`src/rtl/pipe_ctrl_pkg.sv`:
```
// Shared FSM encoding, per-stage enable bundle and the RUN-mode issue priority for the stall controller.
// Pure definitions: no state, no latency, no flow control of its own.
package pipe_ctrl_pkg;

  typedef enum logic [1:0] {
    RST_FLUSH = 2'd0,
    RUN       = 2'd1,
    MEM_WAIT  = 2'd2,
    HALT      = 2'd3
  } ctrl_state_e;

  typedef struct packed {
    logic pc_write;
    logic if_id_write;
    logic if_id_flush;
    logic id_ex_bubble;
    logic ex_write;
    logic mem_wb_bubble;
  } stage_en_t;

  localparam stage_en_t EN_FLUSH  = stage_en_t'(6'b001111);
  localparam stage_en_t EN_FREEZE = stage_en_t'(6'b000001);

  // RUN priority below the memory freeze: hazard stall, then redirect, then fetch miss.
  function automatic stage_en_t issue_en(input logic hz, input logic br, input logic imem_rdy);
    stage_en_t e;
    e = stage_en_t'(6'b110010);
    if (hz) begin
      e = stage_en_t'(6'b000110);
    end else if (br) begin
      // Redirect flushes IF/ID; flush dominates whatever write the fetch side offers.
      e = stage_en_t'({1'b1, imem_rdy, 4'b1010});
    end else if (!imem_rdy) begin
      e = stage_en_t'(6'b001010);
    end
    return e;
  endfunction

  function automatic int cnt_width(input int a, input int b);
    int m;
    m = (a > b) ? a : b;
    return $clog2(m + 1);
  endfunction

endpackage

```
`src/rtl/pipe_ctrl_wait_timer.sv`:
```
// Shared counter: saturating up-count for the data-memory watchdog, down-count for the reset flush.
// One-cycle registered count; max_o is combinational from the current count and mode.
module pipe_ctrl_wait_timer #(
  parameter int W          = 8,
  parameter int MAX_WAIT   = 255,
  parameter int FLUSH_INIT = 4
) (
  input  logic clk,
  input  logic rst_n,
  input  logic flush_mode_i,
  input  logic clr_i,
  input  logic inc_i,
  output logic max_o
);

  localparam logic [W-1:0] CNT_MAX  = W'(MAX_WAIT);
  localparam logic [W-1:0] PRE_MAX  = W'(MAX_WAIT - 1);
  localparam logic [W-1:0] CNT_INIT = W'(FLUSH_INIT);

  logic [W-1:0] cnt_q, cnt_d;

  always_comb begin
    cnt_d = cnt_q;
    if (clr_i) begin
      cnt_d = '0;
    end else if (inc_i) begin
      if (flush_mode_i) begin
        if (cnt_q != '0) cnt_d = cnt_q - W'(1);
      end else if (cnt_q != CNT_MAX) begin
        cnt_d = cnt_q + W'(1);
      end
    end
  end

  always_ff @(posedge clk) begin
    if (!rst_n) cnt_q <= CNT_INIT;
    else        cnt_q <= cnt_d;
  end

  // Wait mode flags the cycle whose increment lands on MAX_WAIT; flush mode flags the last flush cycle.
  assign max_o = flush_mode_i ? (cnt_q == '0) : (cnt_q >= PRE_MAX);

endmodule

```
`src/rtl/pipeline_stall_controller.sv`:
```
// Stall/flush sequencer for the 5-stage pipe: zero-latency enables, freezes on dmem wait, stalls upstream on hazards.
// Post-reset flush, dmem watchdog into HALT; perf counters only when CTRL_PERF_CNT_EN is defined.
module pipeline_stall_controller
  import pipe_ctrl_pkg::*;
#(
  parameter int RST_FLUSH_CYC = 5,
  parameter int MAX_MEM_WAIT  = 255,
  parameter int CNT_W         = 32
) (
  input  logic             clk,
  input  logic             rst_n,
  input  logic             hz_stall,
  input  logic             br_taken,
  input  logic             imem_ready,
  input  logic             dmem_req,
  input  logic             dmem_ready,
  output logic             pc_write,
  output logic             if_id_write,
  output logic             if_id_flush,
  output logic             id_ex_bubble,
  output logic             ex_write,
  output logic             mem_wb_bubble,
  output logic             wdog_err,
  output logic [CNT_W-1:0] stall_cnt,
  output logic [CNT_W-1:0] flush_cnt,
  output logic [CNT_W-1:0] memwait_cnt
);

  localparam int TMR_W = cnt_width(MAX_MEM_WAIT, RST_FLUSH_CYC);

  ctrl_state_e state_q, state_d;
  logic        wdog_q, wdog_d;
  logic        tmr_inc, tmr_clr, tmr_max;
  stage_en_t   en;

  pipe_ctrl_wait_timer #(
    .W         (TMR_W),
    .MAX_WAIT  (MAX_MEM_WAIT),
    .FLUSH_INIT(RST_FLUSH_CYC - 1)
  ) u_timer (
    .clk         (clk),
    .rst_n       (rst_n),
    .flush_mode_i(state_q == RST_FLUSH),
    .clr_i       (tmr_clr),
    .inc_i       (tmr_inc),
    .max_o       (tmr_max)
  );

  always_comb begin
    state_d = state_q;
    wdog_d  = wdog_q;
    tmr_inc = 1'b0;
    tmr_clr = 1'b0;
    en      = EN_FREEZE;
    case (state_q)
      RST_FLUSH: begin
        en      = EN_FLUSH;
        tmr_inc = 1'b1;
        if (tmr_max) state_d = RUN;
      end
      RUN: begin
        if (dmem_req && !dmem_ready) begin
          en      = EN_FREEZE;
          tmr_inc = 1'b1;
          state_d = MEM_WAIT;
        end else begin
          en = issue_en(hz_stall, br_taken, imem_ready);
        end
      end
      MEM_WAIT: begin
        if (!dmem_ready) begin
          en      = EN_FREEZE;
          tmr_inc = 1'b1;
          if (tmr_max) begin
            state_d = HALT;
            wdog_d  = 1'b1;
          end
        end else begin
          en      = issue_en(hz_stall, br_taken, imem_ready);
          tmr_clr = 1'b1;
          state_d = RUN;
        end
      end
      HALT:    en = EN_FREEZE;
      default: en = EN_FLUSH;
    endcase
    // Reset overrides combinationally so an in-flight stall or wait is dropped the same cycle.
    if (!rst_n) en = EN_FLUSH;
  end

  always_ff @(posedge clk) begin
    if (!rst_n) begin
      state_q <= RST_FLUSH;
      wdog_q  <= 1'b0;
    end else begin
      state_q <= state_d;
      wdog_q  <= wdog_d;
    end
  end

  assign pc_write      = en.pc_write;
  assign if_id_write   = en.if_id_write;
  assign if_id_flush   = en.if_id_flush;
  assign id_ex_bubble  = en.id_ex_bubble;
  assign ex_write      = en.ex_write;
  assign mem_wb_bubble = en.mem_wb_bubble;
  assign wdog_err      = wdog_q;

`ifdef CTRL_PERF_CNT_EN
  logic             frz, issue_ok;
  logic [CNT_W-1:0] stall_cnt_q, flush_cnt_q, memwait_cnt_q;

  assign frz      = !dmem_ready && ((state_q == RUN && dmem_req) || state_q == MEM_WAIT);
  assign issue_ok = (state_q == RUN || state_q == MEM_WAIT) && !frz;

  always_ff @(posedge clk) begin
    if (!rst_n) begin
      stall_cnt_q   <= '0;
      flush_cnt_q   <= '0;
      memwait_cnt_q <= '0;
    end else begin
      if (issue_ok && hz_stall)              stall_cnt_q   <= stall_cnt_q + CNT_W'(1);
      if (issue_ok && !hz_stall && br_taken) flush_cnt_q   <= flush_cnt_q + CNT_W'(1);
      if (frz)                               memwait_cnt_q <= memwait_cnt_q + CNT_W'(1);
    end
  end

  assign stall_cnt   = stall_cnt_q;
  assign flush_cnt   = flush_cnt_q;
  assign memwait_cnt = memwait_cnt_q;
`else
  assign stall_cnt   = '0;
  assign flush_cnt   = '0;
  assign memwait_cnt = '0;
`endif

endmodule

```
`config.mk`:
```
export PLATFORM = sky130hd
export DESIGN_NAME = pipeline_stall_controller
export DESIGN_NICKNAME = d
export VERILOG_FILES = /design/src/rtl/pipe_ctrl_pkg.sv /design/src/rtl/pipe_ctrl_wait_timer.sv /design/src/rtl/pipeline_stall_controller.sv
export SDC_FILE = /design/constraint.sdc
export NUM_CORES = 1
export LEC_CHECK = 0
export ABC_CLOCK_PERIOD_IN_PS = 2900
export CORE_MARGIN = 4
export CORE_UTILIZATION = 40
export CTS_BUF_LIST = sky130_fd_sc_hd__clkbuf_8
export DETAILED_ROUTE_END_ITERATION = 12
export GPL_TIMING_DRIVEN = 0
export PLACE_DENSITY_LB_ADDON = 0.05
export SLEW_MARGIN = 20
export SYNTH_ARGS = -nofsm -noshare
export SYNTH_HDL_FRONTEND = slang
export SYNTH_SLANG_ARGS = --single-unit
```
`constraint.sdc`:
```
create_clock -name clk -period 2.9 [get_ports clk]
set_input_delay 0.58 -clock clk [delete_from_list [all_inputs] [get_ports clk]]
set_output_delay 0.58 -clock clk [all_outputs]
set_load 0.1 [all_outputs]
```
[Word level (Yosys, flattened, before mapping)]
Index checks and enable logic that the tools add are counted.
Storage, ports and cells
  register bits: 11
  input port bits: 7
Operators by class
  $add $sub $neg: 2
  $lt $le $gt $ge: 1
  eq/ne operators: 9
  muxes and demuxes: 23
  bitwise operators: 2
  reductions and logical operators: 14
Operator list (number)
  6-bit 2-to-1 mux: 6
  8-bit 2-to-1 mux: 3
  6-bit one-hot mux with 4 select lines: 1
  3-bit AND reduction: 3
  8-bit by 1-bit adder with 8-bit output, second input constant: 1
  8-bit greater-or-equal comparator, second input constant: 1
  8-bit logical NOT: 1
  2-bit 2-to-1 mux: 4
  8-bit inequality test, second input constant: 1
  8-bit nonzero test: 1
  8-bit by 1-bit subtractor with 8-bit output, second input constant: 1
  3-bit 2-to-1 mux: 2
  2-bit inequality test, second input constant: 3
  3-bit inequality test, second input constant: 2
  2-bit one-hot mux with 3 select lines: 1
  3-bit nonzero test: 2
  1-bit 2-to-1 mux: 5
  2-bit equality test, second input constant: 2
  4-bit AND reduction: 1
  2-bit nonzero test: 2
  1-bit one-hot mux with 3 select lines: 1
  2-bit by 1-bit equality test with 1-bit output, second input constant: 1
  2-bit logical NOT: 1
  1-bit inverter: 2
  3 further kinds: 3

[Logic depth before layout (Yosys ltp)]
Gate-level depths: netlist of run 1.
  word-level depth: 6
  mapped depth: 11
  mapped depth without buffers: 9

[By module]
A second synthesis of run 1 with hierarchy kept.
Unflattened totals
  cell total of the unflattened synthesis: 224
  area total of the unflattened synthesis: 1760.4 um2
Modules (own cells, without submodules)
  pipeline_stall_controller: times used 1, cells an instance 138, area each 1043.5 um2, seq. area each 60.1 um2
  pipe_ctrl_wait_timer: times used 1, cells an instance 86, area each 716.9 um2, seq. area each 160.2 um2

[Worst setup path after synthesis of run 1]
Ideal clock, no wire load.
  path kind: input-to-output
  start point: input port dmem_ready
  end point: output port id_ex_bubble
  arrival: 3038 ps
  data required time: 2320 ps
  path slack: -718 ps
  stages: 4
  path buffers: 1
  path through: buf_2 -> o21a_1 -> a21oi_1 -> o21ai_0
Between the ends
  word-level cells in the longest chain between the ends: 5
  elaborated cells on any way between the ends: 6
  classes of those cells: mux (4); reduce/logical (2)
Ends and longest elaborated chain
  start: declaration: line pipeline_stall_controller.sv:16  | input logic dmem_ready,
  1-bit logical NOT
  1-bit logical AND: line pipeline_stall_controller.sv:62  | if (dmem_req && !dmem_ready) begin
  6-bit 2-to-1 mux: line pipeline_stall_controller.sv:62
  6-bit one-hot mux with 4 select lines (*): line pipeline_stall_controller.sv:55  | case (state_q)
  6-bit 2-to-1 mux (*): line pipeline_stall_controller.sv:88  | if (!rst_n) en = EN_FLUSH;
  end: declaration: line pipeline_stall_controller.sv:20  | output logic id_ex_bubble,
Mark *: on every way between the ends. The rest lies on a longest branch, timed or not.

[Final worst setup path of run 1]
  start point: register state_q[0]
  end point: output port if_id_write
Between the ends
  word-level cells in the longest chain between the ends: 3
  elaborated cells on any way between the ends: 6
  classes of those cells: eq/ne (3); mux (2); reduce/logical (1)
Ends and longest elaborated chain
  start: declaration: line pipeline_stall_controller.sv:31  | ctrl_state_e state_q, state_d;
  start signal: assignment: line pipeline_stall_controller.sv:96  | state_q <= state_d;
  2-bit equality test, or another cell as far along: line pipeline_stall_controller.sv:55
  6-bit one-hot mux with 4 select lines (*): line pipeline_stall_controller.sv:55
  6-bit 2-to-1 mux (*): line pipeline_stall_controller.sv:88
  end: declaration: line pipeline_stall_controller.sv:18  | output logic if_id_write,
Marked as above.

==> flow_summary.json, run 1 <==
{
  "fin_tns_setup_ns": 0,
  "r2r_slack_ns": 0.22,
  "grt_pass1_wl_um": 6568,
  "grt_usage": 0.1287,
  "remaining_drc_errors": 0,
  "synth_area_leaders": "buf_4, dfxtp_1, ha_1, mux2i_1, nand2_1",
  "timing.hold.ws_ns": 0.4683,
  "layout_commonest_cell": "buf_4",
  "h-tree-depth": 1,
  "grt.met1_usage": 0.1756,
  "cp_max_fo": 10,
  "synth_cells": 250,
  "final_cell_mix": "buf_4, conb_1, nand2_1",
  "path_cells": "inv_1, ha_1, buf_6, clkbuf_2, nor2b_2, and3_1, buf_4",
  "coreArea_mm2": 0.004723,
  "final_nets": 375,
  "die_w_um": 78.06,
  "grtUsageMet2": 0.2089,
  "p_per_area_mw_per_mm2": 718.2,
  "ios": 110,
  "num_rows": 25,
  "cp_slowest_cell": "dfxtp_1",
  "setup_viol": 0,
  "start_util": 0.4156,
  "die-area_mm2": 0.006093,
  "portBuffers": 11,
  "grt_max_degree": 11,
  "syn-cell-area_mm2": 0.001963,
  "ys.flop_type": "dfxtp_1",
  "cts_setup_buffers": 0,
  "ant_nets": 0,
  "timing.rr.start": "state_q[1]",
  "gp_congestion": 0.8726,
  "worst_setup_path_end_kind": "output pin",
  "seq_area_frac_synth": 0.1122,
  "clk_pin_slew_ns": 0.05,
  "synth_area_per_cell_um2": 7.853,
  "final.setup.worst_slack_ns": 0.2125,
  "drt-pass1-iter-count": 4,
  "overflow": 0,
  "hold_path.class": "reg -> reg",
  "cts.sinks": 11,
  "antenna_found_initial": 0,
  "worst_ir_drop_vdd_uv": 295.7,
  "vias": 1586,
  "min_period_over_period": 0.9267,
  "worst-setup-path-type": "reg -> out",
  "syn2layout_area_growth_pct": 29.57,
  "r2r_end": "u_timer.cnt_q[6]",
  "global_route.usage.met3": 0.02064,
  "wirelength_um": 4099,
  "cp-start-kind": "flip-flop",
  "cts_buffers": 3,
  "worstPathArrival_ns": 2.11,
  "ff2ff_path_depth": 11,
  "synth_top_area_frac": 0.3709,
  "drv_slew": 0,
  "insertion_delay_ns": 0.25,
  "critPathMaxStageDelay_ns": 0.39,
  "hold_buffers": 0,
  "synth_edf_count": 0,
  "synth_seq_cells": 11,
  "dp_hpwl_um": 3441,
  "worstMarginPinSlew_ns": 0.9689,
  "cts_buffer_depth": 2,
  "drtIter0Drc": 124,
  "hold_path_end": "wdog_err",
  "cp.required_ns": 2.32,
  "rsz0062_at_grt": "false",
  "synth.distinct_cells": 54,
  "hold_start": "wdog_err",
  "drive_gt1_frac": 0.3639,
  "hold_violations": 0,
  "placed_area_mm2": 0.002514,
  "dp_slack_ns": -0.5497,
  "die_h_um": 78.06,
  "n_antenna_cell": 0,
  "total_power_w": 0.001827,
  "routedWlPerCell_um": 9.600,
  "synthArstFlopShare": 0,
  "cap_viol_max_count": 0,
  "fin_skew_ns": 0.007527,
  "root_buffer": "clkbuf_8",
  "busiest_layer": "met2",
  "whs_path_depth": 1,
  "fmax_mhz": 372.1,
  "fin_area_mm2": 0.002544,
  "grt_pass1_vias": 1420,
  "maxSlewHeadroom": 0.3521,
  "yosysTopAreaCell": "buf_4",
  "routed_via_density": 3.714,
  "cts_tree": "built",
  "finalCriticalPeriod_ns": 2.687,
  "synth-warning-count": 0,
  "outcome": "complete, no violations",
  "leakage_nw": 1.405
}
## Yosys cell counts (2+ instances only)
| master | n |
|---|---|
| buf_4 | 97 |
| nand2_1 | 15 |
| dfxtp_1 | 11 |
| inv_1 | 9 |
| a21oi_1 | 8 |
| nor2_1 | 8 |
| ha_1 | 7 |
| nand2b_1 | 7 |
| o21ai_0 | 7 |
| mux2i_1 | 6 |
| nand3_1 | 5 |
| buf_2 | 4 |
| o211ai_1 | 4 |
| o21a_1 | 4 |
| or3_1 | 4 |
| a31oi_1 | 3 |
| buf_6 | 3 |
| nand4_1 | 3 |
| nor2b_1 | 3 |
| xnor2_1 | 3 |
| a21boi_1 | 2 |
| nand3_4 | 2 |
| nor3b_2 | 2 |
| o22ai_1 | 2 |
| xor2_1 | 2 |
## final cells by class
cell class                      count  area, µm²
Clock inverter                      1      3.754
Tap cell                           67      83.83
Inverter                            9      33.78
Fill cell                         476       2180
Timing Repair Buffer               11      87.58
Multi-Input combinational cell    219       1272
Buffer                            106      800.8
Clock buffer                        3      41.29
Sequential cell                    11      220.2
## per-layer routing
metal | wire length [µm] | up-vias
met5 | 0 | -
met4 | 43 | 0
met3 | 289 | 5
met2 | 2021 | 63
met1 | 1745 | 647
li1 | - | 871
## worst max path at each step
stage	start	end	slack, ns	depth (start not counted)
floorplan	dmem_ready	id_ex_bubble	0.04	4
global placement	state_q[0]	if_id_write	-0.59	7
detailed placement	state_q[0]	if_id_write	-0.55	7
CTS	state_q[1]	u_timer.cnt_q[6]	0.007	11
global route	state_q[0]	u_timer.cnt_q[6]	0.04	11
finish	state_q[0]	if_id_write	0.21	7
## state kept, by name, summed over array words and instances, names as in the netlist
signal         flops
u_timer.cnt_q      8
state_q            2
wdog_err           1
## worst max-delay path: cells and delay by family (launching register included)
family,cells,cell delay (ns)
buffers and inverters,4,0.76
and+or+nand+nor,2,0.46
adders and majority gates,1,0.26
DFF,1,0.39
## through the flow
step | cells | utilization
4_1_cts | 427 | 0.5385
3_5_place_dp | 423 | 0.5322
6_report | 427 | 0.5385
5_1_grt | 427 | 0.5385
3_3_place_gp | 423 | 0.5322
2_1_floorplan | 345 | -
## cells by family after synthesis
| group | count (synthesis) | share of synthesized area |
|---|---|---|
| other cells | 1 | 0.001910 |
| buf+inv | 115 | 0.4245 |
| flops | 11 | 0.1122 |
| xor+xnor | 5 | 0.02231 |
| mux | 6 | 0.03059 |
| fa+ha+maj | 7 | 0.04461 |
| simple gates | 60 | 0.1855 |
| compound gates | 45 | 0.1785 |
## power breakdown
part / internal, W / switching, W
clock network: 0.0000936 / 0.0000687
registers: 0.000197 / 0.0000526
logic: 0.000422 / 0.000993
## repair_timing
action                                  in CTS  in global routing
endpoints found under the setup margin       6                  8
hold endpoints to repair                     0                  0
gates resized for setup                     33                  4
(Power assumes the default switching activity.)
==> run 2, diff against run 1 <==
ABC_CLOCK_PERIOD_IN_PS = 2190   (was 2900)
CELL_PAD_IN_SITES_DETAIL_PLACEMENT = 0   (was not set)
CELL_PAD_IN_SITES_GLOBAL_PLACEMENT = 2   (was not set)
CORE_UTILIZATION = 19   (was 40)
clock period = 2.19 ns   (was 2.9 ns; I/O delays follow)
==> run 2 against run 1 <==
Against the previous run:
- the run now ends with setup timing left
- sequential power grew 34%
- wire length grew 29%
- flip-flop and latch count is the same
- sequential share of layout area shrank 0.81 points
- final area grew 14%
- largest cell class unchanged
- largest power group unchanged
==> flow_summary.json, run 2 (synthesized netlist as in run 1, its figures left out) <==
{
  "path_cells": "inv_4, ha_4, clkbuf_16, xor2_2, ha_2, a21boi_4, o22ai_4, or4_4, a31oi_4, mux2i_1",
  "hold_start": "wdog_err",
  "hold_path.class": "reg -> reg",
  "dp_hpwl_um": 4151,
  "critPathMaxStageDelay_ns": 0.43,
  "hold_path_end": "wdog_err",
  "vias": 1721,
  "cap_viol_max_count": 0,
  "die_w_um": 109.6,
  "worst_setup_path_end_kind": "flip-flop",
  "hold_violations": 0,
  "whs_path_depth": 1,
  "grt_max_degree": 13,
  "drt-pass1-iter-count": 4,
  "leakage_nw": 1.506,
  "cp_top_family": "compound AO/OA/AOI/OAI gates",
  "routedWlPerCell_um": 10.48,
  "largest_reg_flops": 8,
  "grt_usage": 0.08479,
  "die-area_mm2": 0.01202,
  "fin_area_mm2": 0.002902,
  "coreArea_mm2": 0.009910,
  "die_h_um": 109.6,
  "drtIter0Drc": 45,
  "drive_gt1_frac": 0.4313,
  "drv_slew": 0,
  "grt_pass1_vias": 1546,
  "n_antenna_cell": 0,
  "r2r_end": "u_timer.cnt_q[6]",
  "fin_util": 0.2928,
  "cp.required_ns": 2.38,
  "cp_slowest_cell": "or4_4",
  "syn2layout_area_growth_pct": 47.80,
  "worst-setup-path-type": "reg -> reg",
  "r2r_slack_ns": -0.01,
  "num_rows": 36,
  "antenna_found_initial": 0,
  "hold_buffers": 0,
  "violations": "setup timing",
  "finalCriticalPeriod_ns": 2.200,
  "routed_via_density": 3.415,
  "wirelength_um": 5281,
  "h-tree-depth": 1,
  "critPathBufInv": 2,
  "cts_tree": "built",
  "outcome": "finished, violations left",
  "insertion_delay_ns": 0.25,
  "placed_area_mm2": 0.002654,
  "root_buffer": "clkbuf_8",
  "p_per_area_mw_per_mm2": 921.6,
  "fin_skew_ns": 0.005275,
  "maxSlewHeadroom": 0.3458,
  "rsz0062_at_grt": "true",
  "worstPathArrival_ns": 2.39,
  "worstMarginPinSlew_ns": 0.9798,
  "portBuffers": 11,
  "min_period_over_period": 1.004,
  "cp_max_fo": 4,
  "clk_pin_slew_ns": 0.07,
  "fin_tns_setup_ns": -0.01860,
  "ant_nets": 0,
  "ios": 110,
  "setup_viol": 2,
  "layout_commonest_cell": "buf_4",
  "timing.rr.start": "state_q[0]",
  "worst_ir_drop_vdd_uv": 248.5,
  "fmax_mhz": 454.6,
  "final_cell_mix": "buf_4, conb_1, nand2_1",
  "cts_buffers": 3,
  "remaining_drc_errors": 0,
  "cp-start-kind": "flip-flop",
  "ff2ff_path_depth": 10,
  "grt_pass1_wl_um": 7907,
  "final.setup.worst_slack_ns": -0.009740,
  "regMostFlops": "u_timer.cnt_q",
  "cts.sinks": 11,
  "overflow": 0,
  "total_power_w": 0.002674,
  "final_nets": 386,
  "cts_buffer_depth": 2,
  "gp_congestion": 0.7238,
  "start_util": 0.1981
}
## run 2: area by class of cell
cell class,instances,area [µm²]
Fill cell,1083,7008
Tap cell,133,166.4
Multi-Input combinational cell,219,1386
Buffer,105,809.5
Sequential cell,11,227.7
Inverter,9,41.29
Clock inverter,1,3.754
Timing Repair Buffer,23,225.2
Clock buffer,3,41.29
## run 2: power by group
group          switching [W]  internal, W  total [W]
Clock               0.000105     0.000124   0.000230
Sequential         0.0000739     0.000262   0.000336
Combinational        0.00142     0.000686    0.00211
## run 2: worst register-to-register path, cell delays in order (launching register included)
cell and delay [ns]:
dfxtp_4 0.35, inv_4 0.06, ha_4 0.15, clkbuf_16 0.15, xor2_2 0.14, ha_2 0.22, a21boi_4 0.21, o22ai_4 0.09
or4_4 0.43, a31oi_4 0.15, mux2i_1 0.18
## run 2: per-layer routing
layer	global-route usage	vias to the layer above	wire (µm)
met5	0	-	0
met4	0.01069	0	24
met3	0.02349	2	428
met2	0.1513	82	2633
met1	0.1039	747	2194
li1	-	890	-
## run 2: how the worst max path moves through the flow
stage / startpoint / endpoint / slack (ns) / cells after the start
after floorplan: dmem_ready / id_ex_bubble / -0.38 / 4
after global placement: state_q[1] / if_id_write / -0.97 / 7
after detailed placement: state_q[1] / if_id_write / -0.95 / 7
after CTS: state_q[1] / u_timer.cnt_q[6] / -0.08 / 10
after global routing: state_q[0] / u_timer.cnt_q[6] / -0.1 / 10
final: state_q[0] / u_timer.cnt_q[6] / -0.01 / 10
## run 2: repair_timing
item / in CTS / in global routing
setup buffers: 8 / 4
resized for setup: 50 / 18
setup endpoints to repair: 9 / 7
pin swaps: 2 / 5
## run 2: stage by stage
step	instances	setup WS, ns	hold WS (ns)
after CTS	500	-0.08243	0.4757
final	504	-0.009740	0.4618
after detailed placement	489	-0.9503	0.4595
after global routing	504	-0.09802	0.4958
after floorplan	345	-0.3844	0.4767
after global placement	489	-0.9744	0.4567
==> run 3, diff against run 2 <==
CAP_MARGIN = 20   (was not set)
==> results of run 3 <==
Final layout, timing and power as in run 2 (identical DEF).
